## config.mk

```make
export PLATFORM = sky130hd
export DESIGN_NAME = gpio_port_flat
export DESIGN_NICKNAME = d
export VERILOG_FILES = /design/src/rtl/gpio_port_if.sv /design/src/rtl/gpio_port.sv /design/src/flat_wrapper.sv
export SDC_FILE = /design/constraint.sdc
export NUM_CORES = 1
export LEC_CHECK = 0
export BUFFER_PORTS_ARGS = -buffer_cell sky130_fd_sc_hd__clkbuf_2
export CELL_PAD_IN_SITES_DETAIL_PLACEMENT = 1
export CELL_PAD_IN_SITES_GLOBAL_PLACEMENT = 1
export CORE_MARGIN = 2
export CORE_UTILIZATION = 40
export DETAILED_ROUTE_END_ITERATION = 6
export HOLD_SLACK_MARGIN = 0.06
export PLACE_DENSITY = 0.84
export SETUP_SLACK_MARGIN = 0.05
export SYNTH_ARGS = -nofsm -noshare
export SYNTH_HDL_FRONTEND = slang
export SYNTH_SLANG_ARGS = --single-unit
```

## constraint.sdc

```tcl
create_clock -name MCLK -period 2.2 [get_ports MCLK]
set_clock_uncertainty 0.2 [all_clocks]
set_input_delay 0.22 -clock MCLK [delete_from_list [all_inputs] [get_ports MCLK]]
set_output_delay 0.22 -clock MCLK [all_outputs]
set_load 0.02 [all_outputs]
```

## src/rtl/gpio_port_if.sv

```systemverilog
// gpio_bus_if: memory bus between a bus master (CPU) and the gpio_port.
//   MAB     - byte address
//   MDB_in  - write data
//   MDB_out - read data (combinational from the port)
//   MW/MR   - write/read strobes
//   BW      - 1 = byte access, 0 = word access
interface gpio_bus_if;
    logic [15:0] MAB;
    logic [15:0] MDB_in;
    logic [15:0] MDB_out;
    logic        MW;
    logic        MR;
    logic        BW;

    modport master (
        output MAB, MDB_in, MW, MR, BW,
        input  MDB_out
    );

    modport slave (
        input  MAB, MDB_in, MW, MR, BW,
        output MDB_out
    );
endinterface

```

## src/rtl/gpio_port.sv

```systemverilog
// gpio_port: 8-bit memory-mapped digital I/O port feeding IOBUF pads.
// Ports:
//   MCLK, reset       - clock, synchronous active-high reset
//   bus               - memory bus (slave side)
//   pad_I/pad_T       - pad output value / tristate (1 = high-Z)
//   pad_O             - asynchronous pin level from the pad
//   pad_REN           - pull enable (pull direction follows pad_I)
//   periph_out/dir    - peripheral drive for pins with SEL0 = 1
//   periph_in         - synchronized pin level (PxIN)
//   irq               - OR of IE & IFG
module gpio_port #(
    parameter logic [15:0] BASE = 16'h0200
) (
    input  logic       MCLK,
    input  logic       reset,
    gpio_bus_if.slave  bus,
    output logic [7:0] pad_I,
    output logic [7:0] pad_T,
    input  logic [7:0] pad_O,
    output logic [7:0] pad_REN,
    input  logic [7:0] periph_out,
    input  logic [7:0] periph_dir,
    output logic [7:0] periph_in,
    output logic       irq
);
    // Word index (offset / 2) of each register.
    localparam logic [3:0] IDX_IN   = 4'd0;
    localparam logic [3:0] IDX_OUT  = 4'd1;
    localparam logic [3:0] IDX_DIR  = 4'd2;
    localparam logic [3:0] IDX_REN  = 4'd3;
    localparam logic [3:0] IDX_SEL0 = 4'd5;
    localparam logic [3:0] IDX_IV   = 4'd7;
    localparam logic [3:0] IDX_IES  = 4'd12;
    localparam logic [3:0] IDX_IE   = 4'd13;
    localparam logic [3:0] IDX_IFG  = 4'd14;

    logic [7:0] out_q, out_d, dir_q, dir_d, ren_q, ren_d, sel_q, sel_d;
    logic [7:0] ies_q, ies_d, ie_q, ie_d, ifg_q, ifg_d;
    logic [7:0] sync1_q, sync1_d, in_q, in_d, prev_q, prev_d;

    logic       hit, wr_en, iv_rd;
    logic [3:0] idx;
    logic [7:0] wdata, pend, iv_val, iv_onehot, iv_clr, edge_det, rdata;
    logic       unused_hi;

    assign unused_hi = ^bus.MDB_in[15:8];

    // The port occupies a 32-byte window starting at BASE.
    assign hit   = (bus.MAB[15:5] == BASE[15:5]);
    assign idx   = bus.MAB[4:1];
    assign wdata = bus.MDB_in[7:0];
    // Byte writes to the odd (high) byte land on nothing.
    assign wr_en = bus.MW & hit & ~(bus.BW & bus.MAB[0]);
    assign iv_rd = bus.MR & hit & (idx == IDX_IV);

    assign pend = ie_q & ifg_q;
    assign irq  = |pend;

    // Priority encoder: scan from the top so the lowest pending bit wins.
    always_comb begin
        iv_val    = 8'h00;
        iv_onehot = 8'h00;
        for (int n = 7; n >= 0; n--) begin
            if (pend[n]) begin
                iv_val    = 8'((n + 1) * 2);
                iv_onehot = 8'h01 << n;
            end
        end
    end

    assign iv_clr   = iv_onehot & {8{iv_rd}};
    assign edge_det = (ies_q & ~in_q & prev_q) | (~ies_q & in_q & ~prev_q);

    always_comb begin
        out_d   = out_q;
        dir_d   = dir_q;
        ren_d   = ren_q;
        sel_d   = sel_q;
        ies_d   = ies_q;
        ie_d    = ie_q;
        ifg_d   = ifg_q & ~iv_clr;
        sync1_d = pad_O;
        in_d    = sync1_q;
        prev_d  = in_q;
        if (wr_en) begin
            case (idx)
                IDX_OUT:  out_d = wdata;
                IDX_DIR:  dir_d = wdata;
                IDX_REN:  ren_d = wdata;
                IDX_SEL0: sel_d = wdata;
                IDX_IES:  ies_d = wdata;
                IDX_IE:   ie_d  = wdata;
                IDX_IFG:  ifg_d = wdata;
                default:  ;
            endcase
        end
        // A detected edge overrides any software write or clear.
        ifg_d = ifg_d | edge_det;
    end

    always_ff @(posedge MCLK) begin
        if (reset) begin
            out_q   <= '0;
            dir_q   <= '0;
            ren_q   <= '0;
            sel_q   <= '0;
            ies_q   <= '0;
            ie_q    <= '0;
            ifg_q   <= '0;
            sync1_q <= '0;
            in_q    <= '0;
            prev_q  <= '0;
        end else begin
            out_q   <= out_d;
            dir_q   <= dir_d;
            ren_q   <= ren_d;
            sel_q   <= sel_d;
            ies_q   <= ies_d;
            ie_q    <= ie_d;
            ifg_q   <= ifg_d;
            sync1_q <= sync1_d;
            in_q    <= in_d;
            prev_q  <= prev_d;
        end
    end

    always_comb begin
        rdata = 8'h00;
        if (hit) begin
            case (idx)
                IDX_IN:   rdata = in_q;
                IDX_OUT:  rdata = out_q;
                IDX_DIR:  rdata = dir_q;
                IDX_REN:  rdata = ren_q;
                IDX_SEL0: rdata = sel_q;
                IDX_IV:   rdata = iv_val;
                IDX_IES:  rdata = ies_q;
                IDX_IE:   rdata = ie_q;
                IDX_IFG:  rdata = ifg_q;
                default:  rdata = 8'h00;
            endcase
        end
    end

    assign bus.MDB_out = {8'h00, rdata};

    assign pad_I     = (sel_q & periph_out) | (~sel_q & out_q);
    assign pad_T     = ~((sel_q & periph_dir) | (~sel_q & dir_q));
    assign pad_REN   = ren_q & ~dir_q & ~sel_q;
    assign periph_in = in_q;
endmodule

```

## src/flat_wrapper.sv

```systemverilog
// flat-port wrapper written by rule: the top's interface ports become plain ports
module gpio_port_flat 
#(
    parameter logic [15:0] BASE = 16'h0200
)
  (MCLK, reset, pad_I, pad_T, pad_O, pad_REN, periph_out, periph_dir, periph_in, irq, bus_MAB, bus_MDB_in, bus_MW, bus_MR, bus_BW, bus_MDB_out);
  gpio_bus_if bus_i ();
  input  logic MCLK;
  input  logic reset;
  output logic [7:0] pad_I;
  output logic [7:0] pad_T;
  input  logic [7:0] pad_O;
  output logic [7:0] pad_REN;
  input  logic [7:0] periph_out;
  input  logic [7:0] periph_dir;
  output logic [7:0] periph_in;
  output logic irq;
  input wire logic [$bits(bus_i.MAB)-1:0] bus_MAB;
  input wire logic [$bits(bus_i.MDB_in)-1:0] bus_MDB_in;
  input wire logic [$bits(bus_i.MW)-1:0] bus_MW;
  input wire logic [$bits(bus_i.MR)-1:0] bus_MR;
  input wire logic [$bits(bus_i.BW)-1:0] bus_BW;
  output wire logic [$bits(bus_i.MDB_out)-1:0] bus_MDB_out;
  assign bus_i.MAB = bus_MAB;
  assign bus_i.MDB_in = bus_MDB_in;
  assign bus_i.MW = bus_MW;
  assign bus_i.MR = bus_MR;
  assign bus_i.BW = bus_BW;
  assign bus_MDB_out = bus_i.MDB_out;
  gpio_port #(.BASE(BASE)) u_core (.MCLK(MCLK), .reset(reset), .bus(bus_i), .pad_I(pad_I), .pad_T(pad_T), .pad_O(pad_O), .pad_REN(pad_REN), .periph_out(periph_out), .periph_dir(periph_dir), .periph_in(periph_in), .irq(irq));
endmodule
```

==> flow_summary.toml, run 1 <==
[final_layout]
final_util = 0.5246
final_cell_area_um2 = 5637
fillerInstances = 1286
area_growth_pct = 29.23
fin_nets = 681
instances_no_fill = 765
antenna_cells = 0
drive_gt1_frac = 0.3504

[setup_path]
cp-end-kind = "output pin"
critPathSlowestCell = "dfxtp_4"
cpMostUsedCell = "buf_4"
required_ps = 1780
crit_chain = "a22oi_2, buf_4, o21ai_1, a222oi_1, a21oi_1, buf_4"
start_kind = "register"
crit_type = "reg2out"
crit_path_max_incr_delay_ps = 360
cp_max_fo = 4
cp.arrival_ps = 1800

[place]
dp_hpwl_um = 11260
numPortBuffers = 93
gp_congestion = 0.8821
placed_cells = 726
dpl_cell_area_um2 = 5085

[grt]
grt_pass1_vias = 4611
grt_pass1_wl_um = 24410
grt_antenna_before_repair = 0
grt_start_max_net_pins = 38
grt_util_all_layers = 0.2724
gr-total-overflow = 0

[clocking]
cts.htree.levels = 3
cts-root-buf = "clkbuf_8"
tritoncts.num_buffers = 9
cts.sinks = 80
clk_latency_ps = 370
cts_buffer_depth = 2
cts_tree = "built"
path_clk_slew_ps = 90

[synthesis]
yosys_warnings = 0
post_synth_instance_area_um2 = 4362
postSynthCellCount = 487
synth_edf_count = 0
ys_seq_area_frac = 0.3672
ys_types = 67
synth-main-ff-cell = "dfxtp_1"
avgSynthCellArea_um2 = 8.956
synth-async-reset-ratio = 0
ys_seq_elements = 80

[drt]
vias = 4577
drt_iter0_markers = 348
routed_wl_um = 16100
antenna_left = 0
routed_via_density = 5.983
dr.pass1.iters = 7
route.detailed.drc = 0
avgRoutedWirePerCell_um = 21.05

[power_and_ir_drop]
ir_worst_vdd_v = 0.0003264
power_density_nw_per_um2 = 516.1
p_total_mw = 2.909
leakagePower_nw = 2.307

[floorplan]
core_area_um2 = 10750
num_io_pins = 110
die-width_um = 108.4
start_util = 0.4059
rows = 38
die_h_um = 108.4
die_area_um2 = 11760

[sta]
setup_viol = 1
rsz0062_at_grt = "true"
hold_violations = 0
fmax_mhz = 450.1
setup_slack_ps = -21.69
tns_ps = -21.69
period_needed_ps = 2222
final_max_slew_viol_count = 0
period_share = 1.010

[status]
violations = "negative setup slack"
status = "finished, violations left"

[worst_hold_path]
min_path_type = "in2reg"

[run]
drv_cap = 0
==> cells by family (layout without fill, tap and decap cells) <==
group | after synthesis | after routing | synth area share
simple gates | 193 | 193 | 0.2656
compound gates | 110 | 110 | 0.1738
flops | 80 | 80 | 0.3672
mux | 56 | 56 | 0.1322
buf+inv | 47 | 178 | 0.06024
other cells | 1 | 8 | 0.0008598
==> layout make-up <==
class	instances	area (um2)	area share
Timing Repair Buffer	155	1005	0.1782
Sequential cell	80	1635	0.2901
Clock buffer	10	137.6	0.02442
Multi-Input combinational cell	367	2608	0.4626
Inverter	7	26.28	0.004661
Clock inverter	6	50.05	0.008879
Tap cell	140	175.2	0.03108
==> critical path, delay by kind of cell, from the launching register on <==
| kind | cells | cell delay [ps] |
|---|---|---|
| AOI/OAI and AO/OA | 4 | 730 |
| DFF | 1 | 360 |
| buffers and inverters | 2 | 340 |
==> timing repair <==
action | 4_1_cts | 5_1_grt
cloned | 0 | 0
resized for setup | 40 | 22
pin swaps | 10 | 5
hold buffers | 16 | 0
setup endpoints to repair | 8 | 8
hold endpoints to repair | 24 | 0
setup buffers | 6 | 1
==> metal layers <==
metal,up-vias,track usage,part of all wire
met5,-,0,0
met4,0,0.1044,0.025
met3,37,0.04641,0.050
met2,185,0.4790,0.51
met1,2291,0.3300,0.41
li1,2064,-,-
==> power by group <==
part,internal (mW),switching (mW)
Sequential,1.47,0.0277
Clock,0.454,0.607
Combinational,0.146,0.205
Total,2.07,0.840
==> sequential cells by signal, summed over array words and instances, names as in the netlist <==
register          count
u_core.in_d           8
u_core.periph_in      8
u_core.sel_q          8
u_core.out_q          8
u_core.dir_q          8
u_core.ren_q          8
u_core.prev_q         8
u_core.ifg_q          8
u_core.ie_q           8
u_core.ies_q          8
==> cells in the mapped netlist, drive strengths merged, types with 4 or more instances <==
| cell type | number | area [um2] |
|---|---|---|
| a22o | 5 | 43.79 |
| nand3 | 29 | 170.2 |
| o22ai | 9 | 56.30 |
| a21oi | 23 | 115.1 |
| mux2i | 43 | 430.4 |
| a31oi | 12 | 75.07 |
| inv | 7 | 26.28 |
| o32ai | 4 | 35.03 |
| dfxtp | 80 | 1602 |
| nand2 | 65 | 244.0 |
| a22oi | 7 | 52.55 |
| nor4 | 10 | 77.57 |
| nor2b | 26 | 162.7 |
| nand4 | 6 | 58.80 |
| nand3b | 4 | 30.03 |
| nor3b | 8 | 60.06 |
| nor3 | 8 | 56.31 |
| clkbuf | 14 | 52.55 |
| and4b | 4 | 40.04 |
| o21ai | 15 | 75.07 |
| mux2 | 13 | 146.4 |
| a21o | 4 | 30.03 |
| nand2b | 10 | 62.56 |
| buf | 26 | 183.9 |
| a31o | 10 | 87.59 |
==> cells in the final DEF, fill, tap and decap left out, types with 6 or more instances in the layout <==
| master | instances |
|---|---|
| inv_1 | 7 |
| o21ai_0 | 14 |
| dlygate4sd3_1 | 16 |
| nand2b_1 | 10 |
| dfxtp_2 | 12 |
| nor3_1 | 6 |
| a31oi_1 | 12 |
| clkbuf_8 | 10 |
| buf_4 | 49 |
| a21oi_1 | 21 |
| o22ai_1 | 9 |
| mux2i_1 | 43 |
| dfxtp_1 | 63 |
| clkbuf_2 | 84 |
| nor3b_1 | 8 |
| nand3_1 | 26 |
| conb_1 | 8 |
| a31o_1 | 8 |
| nand2_1 | 63 |
| nor4_1 | 9 |
| mux2_2 | 13 |
| nor2b_1 | 26 |
==> stage by stage <==
step	hold WS [ps]	worst slack, ps
2_1_floorplan	148.2	175.5
3_3_place_gp	216.6	57.80
3_5_place_dp	226.8	52.71
4_1_cts	86.97	-69.99
5_1_grt	121.4	-29.74
6_report	98.19	-21.69
==> path summary, 6_finish.rpt <==
check,start,to,slack (ps),cells past startpoint
worst max-delay path,u_core.ie_q[2]$_SDFFE_PP0P_,bus_MDB_out[2],-20,6
worst min-delay path,reset,u_core.ie_q[3]$_SDFFE_PP0P_,100,3
worst max register to register,u_core.ie_q[2]$_SDFFE_PP0P_,u_core.ifg_q[7]$_SDFF_PP0_,450,7
worst min register to register,u_core.in_d[3]$_SDFF_PP0_,u_core.periph_in[3]$_SDFF_PP0_,240,1
Power figures use the tool's default switching activity.
==> inputs of run 2 (changes only) <==
- PLACE_DENSITY: 0.84 -> default
- PLACE_DENSITY_LB_ADDON: default -> 0.1
==> flow_summary.toml, run 2 (same netlist as run 1, synthesis figures left out) <==
[sta]
max_slew_margin = 0.6512
hold_violations = 0
period_needed_ps = 2201
setup_slack_ps = -0.6999
period_share = 1.000
fmax_mhz = 454.4
rsz0062_at_grt = "true"
setup_viol = 1
final_max_slew_viol_count = 0
worstMarginPinSlew_ps = 522.6

[power_and_ir_drop]
ir_worst_vdd_v = 0.0003532
seqPwrFrac = 0.526
p_total_mw = 2.843
p_comb_frac = 0.124
leakagePower_nw = 2.302
pwr-share-clk = 0.350
internal-power_mw = 2.081
power_density_nw_per_um2 = 506.9
netSwitchingPower_uw = 762.6
swShare = 0.2682

[drt]
avgRoutedWirePerCell_um = 19.94
routed_wl_um = 15250
dr.pass1.iters = 6
drt_iter0_markers = 303
route.detailed.drc = 0
antenna_left = 0
routed_via_density = 5.741
vias = 4392

[setup_path]
worstRegToRegCells = 7
critPathBufInv = 1
r2r_start = "u_core.ie_q[2]$_SDFFE_PP0P_"
cp_top_family = "compound AO/OA/AOI/OAI gates"
start_kind = "register"
critPathSlowestCell = "or3b_4"
cp-end-kind = "output pin"
ff2ff_setup_slack_ps = 460
cp.arrival_ps = 1780
r2r_end = "u_core.ifg_q[7]$_SDFF_PP0_"
required_ps = 1780
crit_path_max_incr_delay_ps = 380
crit_chain = "or3b_4, a21o_1, a32o_1, a21oi_2, clkbuf_8"
crit_type = "reg2out"
cp_max_fo = 2

[place]
numPortBuffers = 93
dp_hpwl_um = 11120
dp_slack_ps = 98.97
dpl_cell_area_um2 = 5097
gp_congestion = 0.8816

[clocking]
cts.sinks = 80
path_clk_slew_ps = 80
clk_latency_ps = 350
cts_tree = "built"
cts_buffer_depth = 2
cts-root-buf = "clkbuf_8"
tritoncts.num_buffers = 9
cts.htree.levels = 3

[floorplan]
die_area_um2 = 11760
start_util = 0.4059
rows = 38
die-width_um = 108.4
die_h_um = 108.4
num_io_pins = 110
core_area_um2 = 10750

[worst_hold_path]
min_to = "u_core.in_d[1]$_SDFF_PP0_"
min_path_type = "in2reg"
min-delay-start = "reset"
hold_path_depth = 3

[final_layout]
mostFrequentLayoutCell = "clkbuf_2"
fillerInstances = 1299
layout_common_cells = "clkbuf_2, nand2_1, dfxtp_1, buf_4, mux2i_1"
antenna_cells = 0
multi_input_area_um2 = 2585
fin_nets = 682
area_growth_pct = 28.60
seq_area_um2 = 1633
final_cell_area_um2 = 5609
drive_gt1_frac = 0.3424

[grt]
busiest_layer = "met2"
grt_util_all_layers = 0.2626
grtUsageMet3 = 0.02592
grt_pass1_wl_um = 23570
grt_use_met1 = 0.3363
grt.met2_usage = 0.4558
grt_antenna_before_repair = 0
grt_start_max_net_pins = 38
grt_pass1_vias = 4418
gr-total-overflow = 0

[run]
drv_cap = 0

[status]
status = "finished, violations left"
violations = "negative setup slack"
-- run 2: changes by cell type in the layout (fill, tap and decap cells not counted), sizes merged --
cell	change
clkinv	+1
clkinvlp	-1
clkbuf	+3
inv	-3
-- run 2: power groups by stage --
stage / Clock, mW / Combinational (mW) / Sequential [mW]
after CTS: 1.02 / 0.342 / 1.50
after global routing: 1.08 / 0.378 / 1.50
after global placement: 0 / 0.307 / 1.53
after floorplan: 0 / 0.177 / 1.53
after detailed placement: 0 / 0.314 / 1.53
final: 0.996 / 0.351 / 1.50
-- run 2: layout make-up --
| type | instances | share of cell area |
|---|---|---|
| repair buffers | 156 | 0.1814 |
| flip-flops and latches | 80 | 0.2911 |
| clock buffers | 12 | 0.02766 |
| clock inverters | 3 | 0.003123 |
| well taps | 140 | 0.03123 |
| inverters | 7 | 0.004684 |
| multi-input cells | 367 | 0.4609 |
-- run 2: worst min-delay path, cell delays in order --
cell and delay [ps]:
clkbuf_2 90, buf_4 250, nor2b_1 130
-- run 2: stage by stage --
step                cells  TNS, ps    util  hold slack, ps
floorplan             494        0       -           148.2
global placement      726        0  0.4744           216.1
detailed placement    726        0  0.4744           233.1
CTS                   763   -25.15  0.5163           179.3
global route          765   -108.7  0.5220           205.7
finish                765  -0.6999  0.5220           181.5
-- run 2: how the worst max path moves through the flow --
stage                                   startpoint              to  slack (ps)  cells after the start
CTS                 u_core.periph_in[0]$_SDFF_PP0_  bus_MDB_out[0]         -30                      5
floorplan           u_core.periph_in[0]$_SDFF_PP0_  bus_MDB_out[0]         180                      4
detailed placement                      bus_MAB[4]  bus_MDB_out[0]         100                      6
global placement                        bus_MAB[1]  bus_MDB_out[2]          90                      6
finish              u_core.periph_in[0]$_SDFF_PP0_  bus_MDB_out[0]        -0.7                      5
global route        u_core.periph_in[0]$_SDFF_PP0_  bus_MDB_out[0]         -70                      5
-- run 2: layer usage --
layer,share of wire,wire (um)
met5,0,0
met4,0.021,319
met3,0.041,622
met2,0.50,7667
met1,0.44,6643
-- run 2: timing repair --
action,CTS,global route
buffers inserted,6,2
endpoints found under the hold margin,24,0
resized for setup,34,19
hold buffers,16,0
pin swaps,11,4
endpoints found under the setup margin,7,8
==> inputs of run 3 (changes only) <==
- CORE_ASPECT_RATIO: default -> 0.8
==> flow_summary.toml, run 3 (same netlist as run 1, synthesis figures left out) <==
[clocking]
cts-root-buf = "clkbuf_16"
cts.htree.levels = 3
cts.sinks = 80
cts_buffer_depth = 2
path_clk_slew_ps = 70
tritoncts.num_buffers = 9
cts_tree = "built"
clk_latency_ps = 350

[place]
dp_hpwl_um = 10790
gp_congestion = 0.9114
numPortBuffers = 93
dpl_cell_area_um2 = 5107

[grt]
grt_pass1_vias = 4334
grt_start_max_net_pins = 38
busiest_layer = "met2"
grtUsageMet3 = 0.04754
gr-total-overflow = 0
grt.met2_usage = 0.4059
grt_util_all_layers = 0.2567
grt_antenna_before_repair = 0
grt_use_met1 = 0.3491
grt_pass1_wl_um = 23560

[floorplan]
die_h_um = 97.40
num_io_pins = 110
die_area_um2 = 11760
start_util = 0.4053
die-width_um = 120.8
core_area_um2 = 10760
rows = 34

[sta]
worstMarginPinSlew_ps = 520.9
period_share = 1.004
rsz0062_at_grt = "true"
setup_slack_ps = -8.594
max_slew_margin = 0.6519
setup_viol = 2
fmax_mhz = 452.8
final_max_slew_viol_count = 0
hold_violations = 0
tns_ps = -13.80
period_needed_ps = 2209

[setup_path]
ff2ff_setup_slack_ps = 440
cp.arrival_ps = 1790
crit_type = "reg2out"
cp_max_fo = 3
crit_path_start = "u_core.ie_q[2]$_SDFFE_PP0P_"
r2r_start = "u_core.ifg_q[6]$_SDFF_PP0_"
cp-end-kind = "output pin"
start_kind = "register"
required_ps = 1780

[final_layout]
seq_area_um2 = 1624
drive_gt1_frac = 0.3424
mostFrequentLayoutCell = "clkbuf_2"
antenna_cells = 0
area_growth_pct = 31.90
final_util = 0.5345
final_cell_area_um2 = 5753
fillerInstances = 1290
multi_input_area_um2 = 2582
layout_common_cells = "clkbuf_2, dfxtp_1, nand2_1, buf_4, mux2i_1"
fin_nets = 681

[worst_hold_path]
min_path_type = "in2reg"
min-delay-start = "reset"

[power_and_ir_drop]
ir_worst_vdd_v = 0.0003983
leakagePower_nw = 2.361
power_density_nw_per_um2 = 598.3

[drt]
dr.pass1.iters = 4
avgRoutedWirePerCell_um = 18.98
vias = 4310
route.detailed.drc = 0
antenna_left = 0
drt_iter0_markers = 331
routed_via_density = 5.605
routed_wl_um = 14600

[run]
drv_cap = 0

[status]
violations = "negative setup slack"
status = "finished, violations left"
-- run 3: metal layers --
layer	wire length (um)	up-vias
li1	-	2061
met1	6733	2105
met2	6827	127
met3	752	17
met4	284	0
met5	0	-
-- run 3: area by class of cell --
cell class / instances / area share
Tap cell: 144 / 0.03132
Inverter: 7 / 0.004567
Clock inverter: 7 / 0.01501
Timing Repair Buffer: 155 / 0.1788
Multi-Input combinational cell: 367 / 0.4489
Sequential cell: 80 / 0.2823
Clock buffer: 9 / 0.03915
-- run 3: worst max-delay path, stage by stage, from the launching register on --
cell      delay, ps
dfxtp_2         340
buf_6           130
a22o_1          240
a222oi_1        390
a21oi_1         150
clkbuf_4        190
-- run 3: stage by stage --
step / hold WS, ps / setup WS [ps] / instances / power [mW]
2_1_floorplan: 148.2 / 175.5 / 494 / 1.705
5_1_grt: 212.0 / -67.61 / 769 / 3.553
3_5_place_dp: 226.1 / 100.8 / 729 / 1.844
4_1_cts: 167.8 / -14.63 / 766 / 3.465
3_3_place_gp: 218.6 / 111.2 / 729 / 1.837
6_report: 177.4 / -8.594 / 769 / 3.442
-- run 3: worst paths after layout --
path	end	cells after the start
worst min-delay path	u_core.ifg_q[0]$_SDFF_PP0_	4
worst max-delay path	bus_MDB_out[2]	5
worst max register to register	u_core.ifg_q[7]$_SDFF_PP0_	6
worst min register to register	u_core.periph_in[0]$_SDFF_PP0_	1
-- run 3: what timing repair did --
item | CTS | global route
buffers inserted | 5 | 3
pin swaps | 11 | 9
hold endpoints to repair | 23 | 0
hold buffers | 16 | 0
gates resized for setup | 30 | 17
gates cloned | 0 | 0
endpoints found under the setup margin | 7 | 8
-- run 3: power by group --
group | internal (mW) | switching, mW
clock network | 0.906 | 0.693
logic | 0.150 | 0.195
registers | 1.47 | 0.0249
